**src/rtl/mux4_1_rr_pkg.sv**
```systemverilog
// Shared definitions for the 4:1 round-robin mux and its matching 1:4 demux.
package mux_pkg;
  localparam int CH_NUM = 4;
  localparam int SEL_W  = 2;

  typedef logic [SEL_W-1:0] sel_t;
endpackage

```
**src/rtl/mux4_1_rr_if.sv**
```systemverilog
// Bundle of the four input streams and the merged output stream.
interface mux4_if
  import mux_pkg::*;
#(
  parameter int WIDTH = 8
);
  logic [CH_NUM*WIDTH-1:0] in_data;
  logic [CH_NUM-1:0]       in_valid;
  logic [CH_NUM-1:0]       in_ready;
  logic [WIDTH-1:0]        out_data;
  sel_t                    out_sel;
  logic                    out_valid;
  logic                    out_ready;

  modport master (
    output in_data, in_valid, out_ready,
    input  in_ready, out_data, out_sel, out_valid
  );

  modport slave (
    input  in_data, in_valid, out_ready,
    output in_ready, out_data, out_sel, out_valid
  );
endinterface

```
**src/rtl/mux4_1_rr_arbiter.sv**
```systemverilog
// Combinational round-robin arbiter: first requester at or above ptr, modulo 4.
module rr_arbiter4
  import mux_pkg::*;
(
  input  logic [CH_NUM-1:0] req_i,
  input  sel_t              ptr_i,
  output logic [CH_NUM-1:0] grant_o,
  output sel_t              gidx_o,
  output logic              any_o
);

  sel_t idx;

  // Scanning from the farthest offset down lets the nearest requester win last.
  always_comb begin
    grant_o = '0;
    gidx_o  = '0;
    idx     = '0;
    any_o   = |req_i;
    for (int k = CH_NUM - 1; k >= 0; k--) begin
      idx = ptr_i + sel_t'(k);
      if (req_i[idx]) begin
        gidx_o = idx;
      end
    end
    grant_o[gidx_o] = any_o;
  end

endmodule

```
**src/rtl/mux4_1_rr.sv**
```systemverilog
// Four-channel round-robin stream merger with a registered output word and channel code.
module mux4_1_rr
  import mux_pkg::*;
#(
  parameter int WIDTH = 8
)(
  input  logic  clk,
  input  logic  rst_n,
  mux4_if.slave bus
);

  logic [CH_NUM-1:0] grant;
  sel_t              gidx;
  logic              anyReq;
  logic              space;
  logic              load;

  logic [WIDTH-1:0]  outData_q, outData_d;
  sel_t              outSel_q, outSel_d;
  logic              outValid_q, outValid_d;
  sel_t              ptr_q, ptr_d;

  rr_arbiter4 u_arb (
    .req_i   (bus.in_valid),
    .ptr_i   (ptr_q),
    .grant_o (grant),
    .gidx_o  (gidx),
    .any_o   (anyReq)
  );

  // rst_n gates load so in_ready falls immediately when reset is asserted.
  assign space = ~outValid_q | bus.out_ready;
  assign load  = space & anyReq & rst_n;

  assign bus.in_ready  = grant & {CH_NUM{load}};
  assign bus.out_data  = outData_q;
  assign bus.out_sel   = outSel_q;
  assign bus.out_valid = outValid_q;

  always_comb begin
    outData_d  = outData_q;
    outSel_d   = outSel_q;
    outValid_d = outValid_q;
    ptr_d      = ptr_q;
    if (load) begin
      outData_d  = bus.in_data[gidx*WIDTH +: WIDTH];
      outSel_d   = gidx;
      outValid_d = 1'b1;
      ptr_d      = gidx + sel_t'(1);
    end else if (space) begin
      outValid_d = 1'b0;
    end
  end

  always_ff @(posedge clk or negedge rst_n) begin
    if (!rst_n) begin
      outData_q  <= '0;
      outSel_q   <= '0;
      outValid_q <= 1'b0;
      ptr_q      <= '0;
    end else begin
      outData_q  <= outData_d;
      outSel_q   <= outSel_d;
      outValid_q <= outValid_d;
      ptr_q      <= ptr_d;
    end
  end

endmodule

```
**src/flat_wrapper.sv**
```systemverilog
// flat-port wrapper written by rule: the top's interface ports become plain ports
module mux4_1_rr_flat import mux_pkg::*;
#(
  parameter int WIDTH = 8
)
  (clk, rst_n, bus_in_data, bus_in_valid, bus_out_ready, bus_in_ready, bus_out_data, bus_out_sel, bus_out_valid);
  mux4_if #(.WIDTH(WIDTH)) bus_i ();
  input  logic clk;
  input  logic rst_n;
  input wire logic [$bits(bus_i.in_data)-1:0] bus_in_data;
  input wire logic [$bits(bus_i.in_valid)-1:0] bus_in_valid;
  input wire logic [$bits(bus_i.out_ready)-1:0] bus_out_ready;
  output wire logic [$bits(bus_i.in_ready)-1:0] bus_in_ready;
  output wire logic [$bits(bus_i.out_data)-1:0] bus_out_data;
  output wire logic [$bits(bus_i.out_sel)-1:0] bus_out_sel;
  output wire logic [$bits(bus_i.out_valid)-1:0] bus_out_valid;
  assign bus_i.in_data = bus_in_data;
  assign bus_i.in_valid = bus_in_valid;
  assign bus_i.out_ready = bus_out_ready;
  assign bus_in_ready = bus_i.in_ready;
  assign bus_out_data = bus_i.out_data;
  assign bus_out_sel = bus_i.out_sel;
  assign bus_out_valid = bus_i.out_valid;
  mux4_1_rr #(.WIDTH(WIDTH)) u_core (.clk(clk), .rst_n(rst_n), .bus(bus_i));
endmodule
```
**config.mk**
```make
export PLATFORM = sky130hd
export DESIGN_NAME = mux4_1_rr_flat
export DESIGN_NICKNAME = d
export VERILOG_FILES = /design/src/rtl/mux4_1_rr_pkg.sv /design/src/rtl/mux4_1_rr_if.sv /design/src/rtl/mux4_1_rr_arbiter.sv /design/src/rtl/mux4_1_rr.sv /design/src/flat_wrapper.sv
export SDC_FILE = /design/constraint.sdc
export NUM_CORES = 1
export LEC_CHECK = 0
export BUFFER_PORTS_ARGS = -buffer_cell sky130_fd_sc_hd__buf_2
export CAP_MARGIN = 40
export CORE_ASPECT_RATIO = 1.2
export CORE_MARGIN = 2
export CORE_UTILIZATION = 42
export CTS_CLUSTER_DIAMETER = 120
export DETAILED_ROUTE_END_ITERATION = 6
export MAX_ROUTING_LAYER = met4
export PLACE_DENSITY = 0.78
export SYNTH_ARGS = -nofsm -noshare
export SYNTH_HDL_FRONTEND = slang
export SYNTH_SLANG_ARGS = --single-unit
```
**constraint.sdc**
```tcl
create_clock -name clk -period 2.45 [get_ports clk]
set_input_delay 0.6125 -clock clk [delete_from_list [all_inputs] [get_ports clk]]
set_output_delay 0.6125 -clock clk [all_outputs]
set_load 0.005 [all_outputs]
```
Word-level counts from Yosys, hierarchy flattened
Cells that the tools add are included.
{"block": "totals", "regBits": 13, "inputBits": 39, "output_inout_bits": 15, "elab_cells": 40}
{"block": "op_classes", "add_sub_neg": 4, "n_lt_le_gt_ge": 6, "shift": 1, "n_mux": 16, "n_bitwise": 6, "n_reduce_logical": 3}
{"op": "$shiftx A32 B6 Y8", "count": 1}
{"op": "$lt A2 B3 Y1 const B", "count": 5}
{"op": "$and A4 B4 Y4", "count": 2}
{"op": "$bmux W1 S2", "count": 4}
{"op": "$mux W2", "count": 4}
{"op": "$mux W1", "count": 7}
{"op": "$add A2 B1 Y2 const B", "count": 2}
{"op": "$add A2 B2 Y2 const B", "count": 2}
{"op": "$reduce_or A4 Y1", "count": 1}
{"op": "$and A1 B1 Y1", "count": 2}
{"op": "$demux W1 S2", "count": 1}
{"op": "$ge A2 B1 Y1 const B", "count": 1}
{"op": "$reduce_bool A2 Y1", "count": 1}
{"op": "$logic_and A1 B1 Y1", "count": 1}
{"op": "$not A1 Y1", "count": 1}
{"op": "$or A1 B1 Y1", "count": 1}

Depth between registers and ports, before layout
Gate-level depths: netlist of run 1.
{"block": "logic_depth", "ltp_word": 13, "depth_mapped": 6, "mapped_depth_nobuf": 5}

Modules after synthesis
A second synthesis of run 1 with hierarchy kept.
{"block": "unflattened", "cells_unflattened": 80, "hier_area_um2": 943.4}
{"mod": "mux4_1_rr", "instances": 1, "cells_per_inst": 47, "area_each_um2": 732.0}
{"mod": "rr_arbiter4", "instances": 1, "cells_per_inst": 33, "area_each_um2": 211.5}

Least setup slack after synthesis of run 1
OpenSTA, ideal clock, no wires.
{"block": "synth_timing", "path_kind": "input port to output port", "start": "input bus_in_valid[3]", "end": "output bus_in_ready[0]", "arrival_time_ps": 1583, "required_ps": 1837, "setup_slack_ps": 254, "cell_stages": 4, "n_path_buf": 1, "cell_sequence": "o41ai_1 -> nand2b_1 -> clkbuf_1 -> nor3_1"}
{"block": "synth_between", "elab_chain_len": 12, "word_cells_on_any_way": 22}
{"element": "start, declared", "line": "flat_wrapper.sv:11", "source": "input wire logic [$bits(bus_i.in_valid)-1:0] bus_in_valid;"}
{"element": "$bmux W1 S2", "line": "mux4_1_rr_arbiter.sv:22", "source": "if (req_i[idx]) begin"}
{"element": "$mux W1 (not written as such)", "line": "mux4_1_rr_arbiter.sv:22"}
{"element": "$mux W2 (4 in a row)", "line": "mux4_1_rr_arbiter.sv:22"}
{"element": "$lt A2 B3 Y1 (not written as such) / $ge A2 B1 Y1 (equally long branches)", "line": "mux4_1_rr_arbiter.sv:26", "source": "grant_o[gidx_o] = any_o;"}
{"element": "$logic_and A1 B1 Y1 (not written as such)", "line": "mux4_1_rr_arbiter.sv:26"}
{"element": "$mux W1 (not written as such)", "line": "mux4_1_rr_arbiter.sv:26"}
{"element": "$demux W1 S2", "line": "mux4_1_rr_arbiter.sv:26"}
{"element": "$and A4 B4 Y4 (no line)"}
{"element": "$and A4 B4 Y4 (*)", "line": "mux4_1_rr.sv:35", "source": "assign bus.in_ready = grant & {CH_NUM{load}};"}
{"element": "end, declared", "line": "flat_wrapper.sv:13", "source": "output wire logic [$bits(bus_i.in_ready)-1:0] bus_in_ready;"}
Mark *: on every way between the ends. The rest lies on a longest branch, timed or not. The select of a mux whose other input is x is not followed.

Final worst setup path of run 1
{"block": "layout_timing", "start": "input bus_in_valid[1]", "end": "output bus_in_ready[2]"}
Same word-level chain as after synthesis.

==> results.txt, run 1 <==
Status = completed
Clk slew on worst S/H paths = 0.08 ns
Die H = 54.1 um
Pre-antenna DRT Iters = 3
Grt total ovfl = 0
Setup violators final = 0
Clk buf depth = 2
R2R Setup Slk = 0.54 ns
Die width = 45.8 um
Sum Neg Setup Slack = 0 ns
Power Dens Cells = 730 mW/mm^2
CP peak stage delay = 0.33 ns
Top cell by count, worst path = buf_2
Least-Margin Pin Slew = 0.339 ns
Max VDD drop = 0.464 mV
CTS root buf = clkbuf_4
Post-synth EDFFs = 0
Clk Latency, worst-skew pair = 0.27 ns
Die Area = 0.00248 mm^2
Sequential area share after synthesis = 37.0%
Vias/cell = 5.14
Async set-reset flop share out of synthesis = 100%
Hold crit path type = input pin to async pin
Cell family contributing the most delay on the critical path = compound AO/OA/AOI/OAI gates
Lkg Pwr = 0.670 nW
Gpl congestion = 0.732
Most frequent cells in the layout = buf_2, mux2i_1, nand2_1, dfrtp_1, mux2_2
#FFs+latches synth = 13
Post-CTS Resized = 0
Netlist Area Pre-Place = 880 um^2
TritonCTS clock tree = built
Syn-to-layout area delta = 40.0%
H-tree depth = 1
Largest net degree at the start of global routing = 17
HPWL Detailed = 1720 um
Clock network power share = 14.2%
Number of cells on the critical path = 6
# DRC = 0
Hold buffers post-CTS = 0
IO Count = 54
Final worst-path cycle share = 93.9%
# diodes = 0
Post-layout min period = 2.30 ns
Synth Instances = 86
Worst Reg-to-Reg Cells = 6
Worst Setup Start Kind = input pin
First-pass GRT wire length = 3180 um
Initial antenna violation count = 0
Net Sw Power = 316 uW
YS warnings = 0
Syn Nets = 125
Critical Path Fanout Max = 5
Detail Route Antenna Nets = 0
Pint = 583 uW
Cell total after placement = 161
Routed vias = 848
Area of the core = 0.00203 mm^2
Buf/Inv on CP = 3
Port Buffers = 53
Critical Path End Type = output pin
CTS Sinks = 13
Most common cell after layout, fill and taps aside = buf_2
TritonCTS buffer count = 3
Endpoints failing hold = 0
Seq pwr share = 35.6%
Clock skew = 0.00553 ns
Initial core utilization = 43.4%
Drt total wl = 2010 um
Slew Limit Headroom = 77.3%
GRT busiest layer = met2
Met3 usage = 2.68%
RSZ-0062 raised after global routing = no
Post-CTS Setup Inserts = 0
CP Class = input pin to output pin
Switching share of power = 35.1%
Share of layout cells above drive strength 1 = 54.5%
CP max-delay cell = a221oi_4
Total Routing Usage GR = 18.4%
Predominant post-synthesis flop cell = dfrtp_1
Netlist cell types = 22
Layout Nets = 185
Critical Path RT = 1.84 ns
Routed length per placed instance = 12.2 um
Max Freq = 435 MHz
Max-cap viol count = 0
Max-slew violation count = 0
CP Data Arrival Time = 1.69 ns
Vias in the first global route = 807
Finished Layout Cells = 165
Logic pwr share = 50.3%
GR Util met2 = 35.9%
Mapped Avg Cell Area = 10.2 um^2
DR iter-0 viols = 2
Worst path cell trace = buf_2 -> a21bo_1 -> a221oi_4 -> buf_4 -> nor3_1 -> buf_2
Met1 Use GR = 17.4%
Number of core rows = 18
-- worst paths after layout --
kind                                                      end                          startpoint
setup / recovery                              bus_in_ready[2]                     bus_in_valid[1]
hold / removal             u_core.bus.out_data[2]$_DFFE_PN0P_                               rst_n
setup reg to reg           u_core.bus.out_data[7]$_DFFE_PN0P_         u_core.ptr_q[1]$_DFFE_PN0P_
hold reg to reg            u_core.bus.out_data[2]$_DFFE_PN0P_  u_core.bus.out_data[2]$_DFFE_PN0P_
max in group asynchronous  u_core.bus.out_data[1]$_DFFE_PN0P_                               rst_n
min in group clk           u_core.bus.out_data[2]$_DFFE_PN0P_  u_core.bus.out_data[2]$_DFFE_PN0P_
-- sequential cells by signal, indices dropped and copies added, names as in the netlist --
name	flops
u_core.ptr_q	2
u_core.bus.out_valid	1
u_core.bus.out_data	8
u_core.bus.out_sel	2
-- power groups by stage --
stage	registers, mW	clock network [mW]	logic, mW
finish	0.320	0.127	0.452
CTS	0.320	0.131	0.458
detailed placement	0.324	0	0.457
global route	0.327	0.141	0.499
global placement	0.319	0	0.444
floorplan	0.325	0	0.301
-- Yosys cell counts, types with 2 or more instances --
master / instances / area, um^2
o21ai_2: 5 / 43.8
buf_6: 2 / 22.5
mux2_2: 8 / 90.1
nor2_1: 2 / 7.51
nand2_1: 13 / 48.8
nor3_1: 2 / 10.0
o21ai_1: 5 / 25.0
buf_2: 2 / 10.0
dfrtp_1: 13 / 325
mux2i_1: 17 / 170
a21oi_1: 2 / 10.0
inv_1: 3 / 11.3
nand2b_1: 3 / 18.8
-- cells by family after synthesis --
| family | synth area share [%] |
|---|---|
| AOI/OAI and AO/OA | 16.5 |
| xor gates and xnor gates | 0.996 |
| muxes | 29.6 |
| DFF | 37.0 |
| buffers and inverters | 5.40 |
| and+or+nand+nor | 10.5 |
-- routing by layer --
layer,share of wire (%),up-vias,wire (um)
met5,0,-,0
met4,0.95,0,19
met3,7.0,2,140
met2,55,29,1110
met1,37,391,739
li1,-,426,-
-- metrics by stage --
stage / cell area (um^2) / setup WS, ns / hold slack (ns) / utilization [%] / total power, mW
after global placement: 1200 / 0.138 / 0.457 / 59.1 / 0.763
after global routing: 1230 / 0.0291 / 0.308 / 60.7 / 0.968
final: 1230 / 0.149 / 0.309 / 60.7 / 0.899
after detailed placement: 1200 / 0.0733 / 0.459 / 59.1 / 0.782
after floorplan: 880 / 0.254 / 0.317 / - / 0.626
after CTS: 1220 / 0.0721 / 0.299 / 60.4 / 0.909
-- layout make-up --
cell class | count | area [um^2]
timing repair buffer | 60 | 318
tap | 20 | 25.0
sequential | 13 | 325
clock buffer | 4 | 26.3
multi-input combinational | 65 | 526
inverter | 3 | 11.3
fill | 194 | 796
No activity file was read; power rests on OpenSTA's default activity.
==> run 2, diff against run 1 <==
--- a/config.mk
+++ b/config.mk
@@ -8,12 +8,14 @@
 export BUFFER_PORTS_ARGS = -buffer_cell sky130_fd_sc_hd__buf_2
 export CAP_MARGIN = 40
 export CORE_ASPECT_RATIO = 1.2
-export CORE_MARGIN = 2
-export CORE_UTILIZATION = 42
+export CORE_MARGIN = 4
+export CORE_UTILIZATION = 44
+export CTS_BUF_LIST = sky130_fd_sc_hd__clkbuf_2 sky130_fd_sc_hd__clkbuf_4 sky130_fd_sc_hd__clkbuf_8
 export CTS_CLUSTER_DIAMETER = 120
+export CTS_CLUSTER_SIZE = 28
 export DETAILED_ROUTE_END_ITERATION = 6
 export MAX_ROUTING_LAYER = met4
-export PLACE_DENSITY = 0.78
+export PLACE_DENSITY = 0.81
 export SYNTH_ARGS = -nofsm -noshare
 export SYNTH_HDL_FRONTEND = slang
 export SYNTH_SLANG_ARGS = --single-unit
==> run 2 against run 1 <==
Net effect: worst hold slack got worse by 0.0079 ns; final cell count did not move; utilization rose by 5.6 points; non-clock buffer count rose by 1.
==> results.txt, run 2 (synthesis gave the netlist of run 1 again) <==
Status = completed
Syn-to-layout area delta = 41.1%
Met3 usage = 3.13%
Critical Path End Type = output pin
Max VDD drop = 0.517 mV
Port Buffers = 53
Total Routing Usage GR = 16.4%
CTS Sinks = 13
Max FFs per register = 8
Max-cap viol count = 0
Worst hold slack = 0.302 ns
Clk slew on worst S/H paths = 0.07 ns
Slew Limit Headroom = 74.2%
Worst flop-to-flop path endpoint = u_core.bus.out_data[4]$_DFFE_PN0P_
HPWL Detailed = 1810 um
Share of layout cells above drive strength 1 = 55.5%
Post-layout min period = 2.34 ns
Drt total wl = 2180 um
Fin util = 66.3%
Layout Nets = 186
Critical Path Fanout Max = 5
Initial antenna violation count = 0
Grt total ovfl = 0
Worst Setup Start Kind = input pin
Endpoints failing hold = 0
Met1 Use GR = 19.1%
Final worst-path cycle share = 95.5%
Clk Latency, worst-skew pair = 0.26 ns
Hold crit path type = input pin to async pin
CP Data Arrival Time = 1.73 ns
Clock skew = 0.00224 ns
Routed vias = 838
Post-layout power = 922 uW
DR iter-0 viols = 7
Finished Layout Cells = 165
Worst Reg-to-Reg Cells = 7
Sum Neg Setup Slack = 0 ns
Routed length per placed instance = 13.2 um
Vias/cell = 5.08
# diodes = 0
Initial core utilization = 47.0%
Largest net degree at the start of global routing = 15
Setup violators final = 0
Detail Route Antenna Nets = 0
Gpl congestion = 0.756
CP Class = input pin to output pin
GRT busiest layer = met2
Least-Margin Pin Slew = 0.386 ns
CTS root buf = clkbuf_4
Worst r2r src = u_core.ptr_q[1]$_DFFE_PN0P_
Number of core rows = 17
Lkg Pwr = 0.678 nW
Critical Path RT = 1.84 ns
Max-slew violation count = 0
Hold buffers post-CTS = 0
Clk buf depth = 2
Max Freq = 427 MHz
GR Util met2 = 28.9%
Most common cell after layout, fill and taps aside = buf_2
Pre-antenna DRT Iters = 4
RSZ-0062 raised after global routing = no
Die width = 48.8 um
Die H = 57.0 um
Cell total after placement = 160
Area of the core = 0.00187 mm^2
# DRC = 0
Power Dens Cells = 743 mW/mm^2
TritonCTS buffer count = 3
First-pass GRT wire length = 3720 um
Most frequent cells in the layout = buf_2, mux2i_1, nand2_1, dfrtp_1
TritonCTS clock tree = built
Die Area = 0.00278 mm^2
IO Count = 54
Vias in the first global route = 882
H-tree depth = 1
R2R Setup Slk = 0.54 ns
==> run 2: worst max-delay path, cell delays in order <==
cell,delay [ns]
buf_2,0.13
a21bo_1,0.24
a221oi_4,0.37
nand2b_1,0.16
nor2_1,0.10
buf_2,0.11
==> run 2: cell type report <==
cell class              instances  area, um^2
fillers                       145         631
multi-input cells              65         526
flip-flops and latches         13         325
repair buffers                 61         325
clock buffers                   4        30.0
well taps                      19        23.8
inverters                       3        11.3
==> run 2: how the worst max path moves through the flow <==
stage / endpoint / cells after the start / slack, ns / start
after global placement: bus_in_ready[1] / 6 / 0.13 / bus_in_valid[1]
after floorplan: bus_in_ready[0] / 4 / 0.25 / bus_in_valid[3]
after global routing: bus_in_ready[3] / 6 / 0.03 / bus_in_valid[1]
after CTS: bus_in_ready[3] / 6 / 0.07 / bus_in_valid[1]
final: bus_in_ready[3] / 6 / 0.11 / bus_in_valid[1]
after detailed placement: bus_in_ready[3] / 6 / 0.09 / bus_in_valid[1]
==> run 2: repair_timing <==
| item | CTS | global route |
|---|---|---|
| endpoints found under the setup margin | 0 | 2 |
| resized for setup | 0 | 1 |
| setup buffers | 0 | 1 |
==> run 2: per-layer routing <==
| layer | vias up | share of wire, % |
|---|---|---|
| met5 | - | 0 |
| met4 | 0 | 0.73 |
| met3 | 2 | 6.4 |
| met2 | 31 | 52 |
| met1 | 379 | 41 |
| li1 | 426 | - |
==> run 2: report_power, final <==
group	internal [mW]	switching [mW]
clock network	0.0739	0.0610
registers	0.277	0.0451
logic	0.249	0.216
==> run 2: through the flow <==
stage / area, um^2 / worst slack (ns)
floorplan: 880 / 0.254
global placement: 1200 / 0.132
detailed placement: 1200 / 0.0857
CTS: 1230 / 0.0727
global route: 1240 / 0.0265
finish: 1240 / 0.110
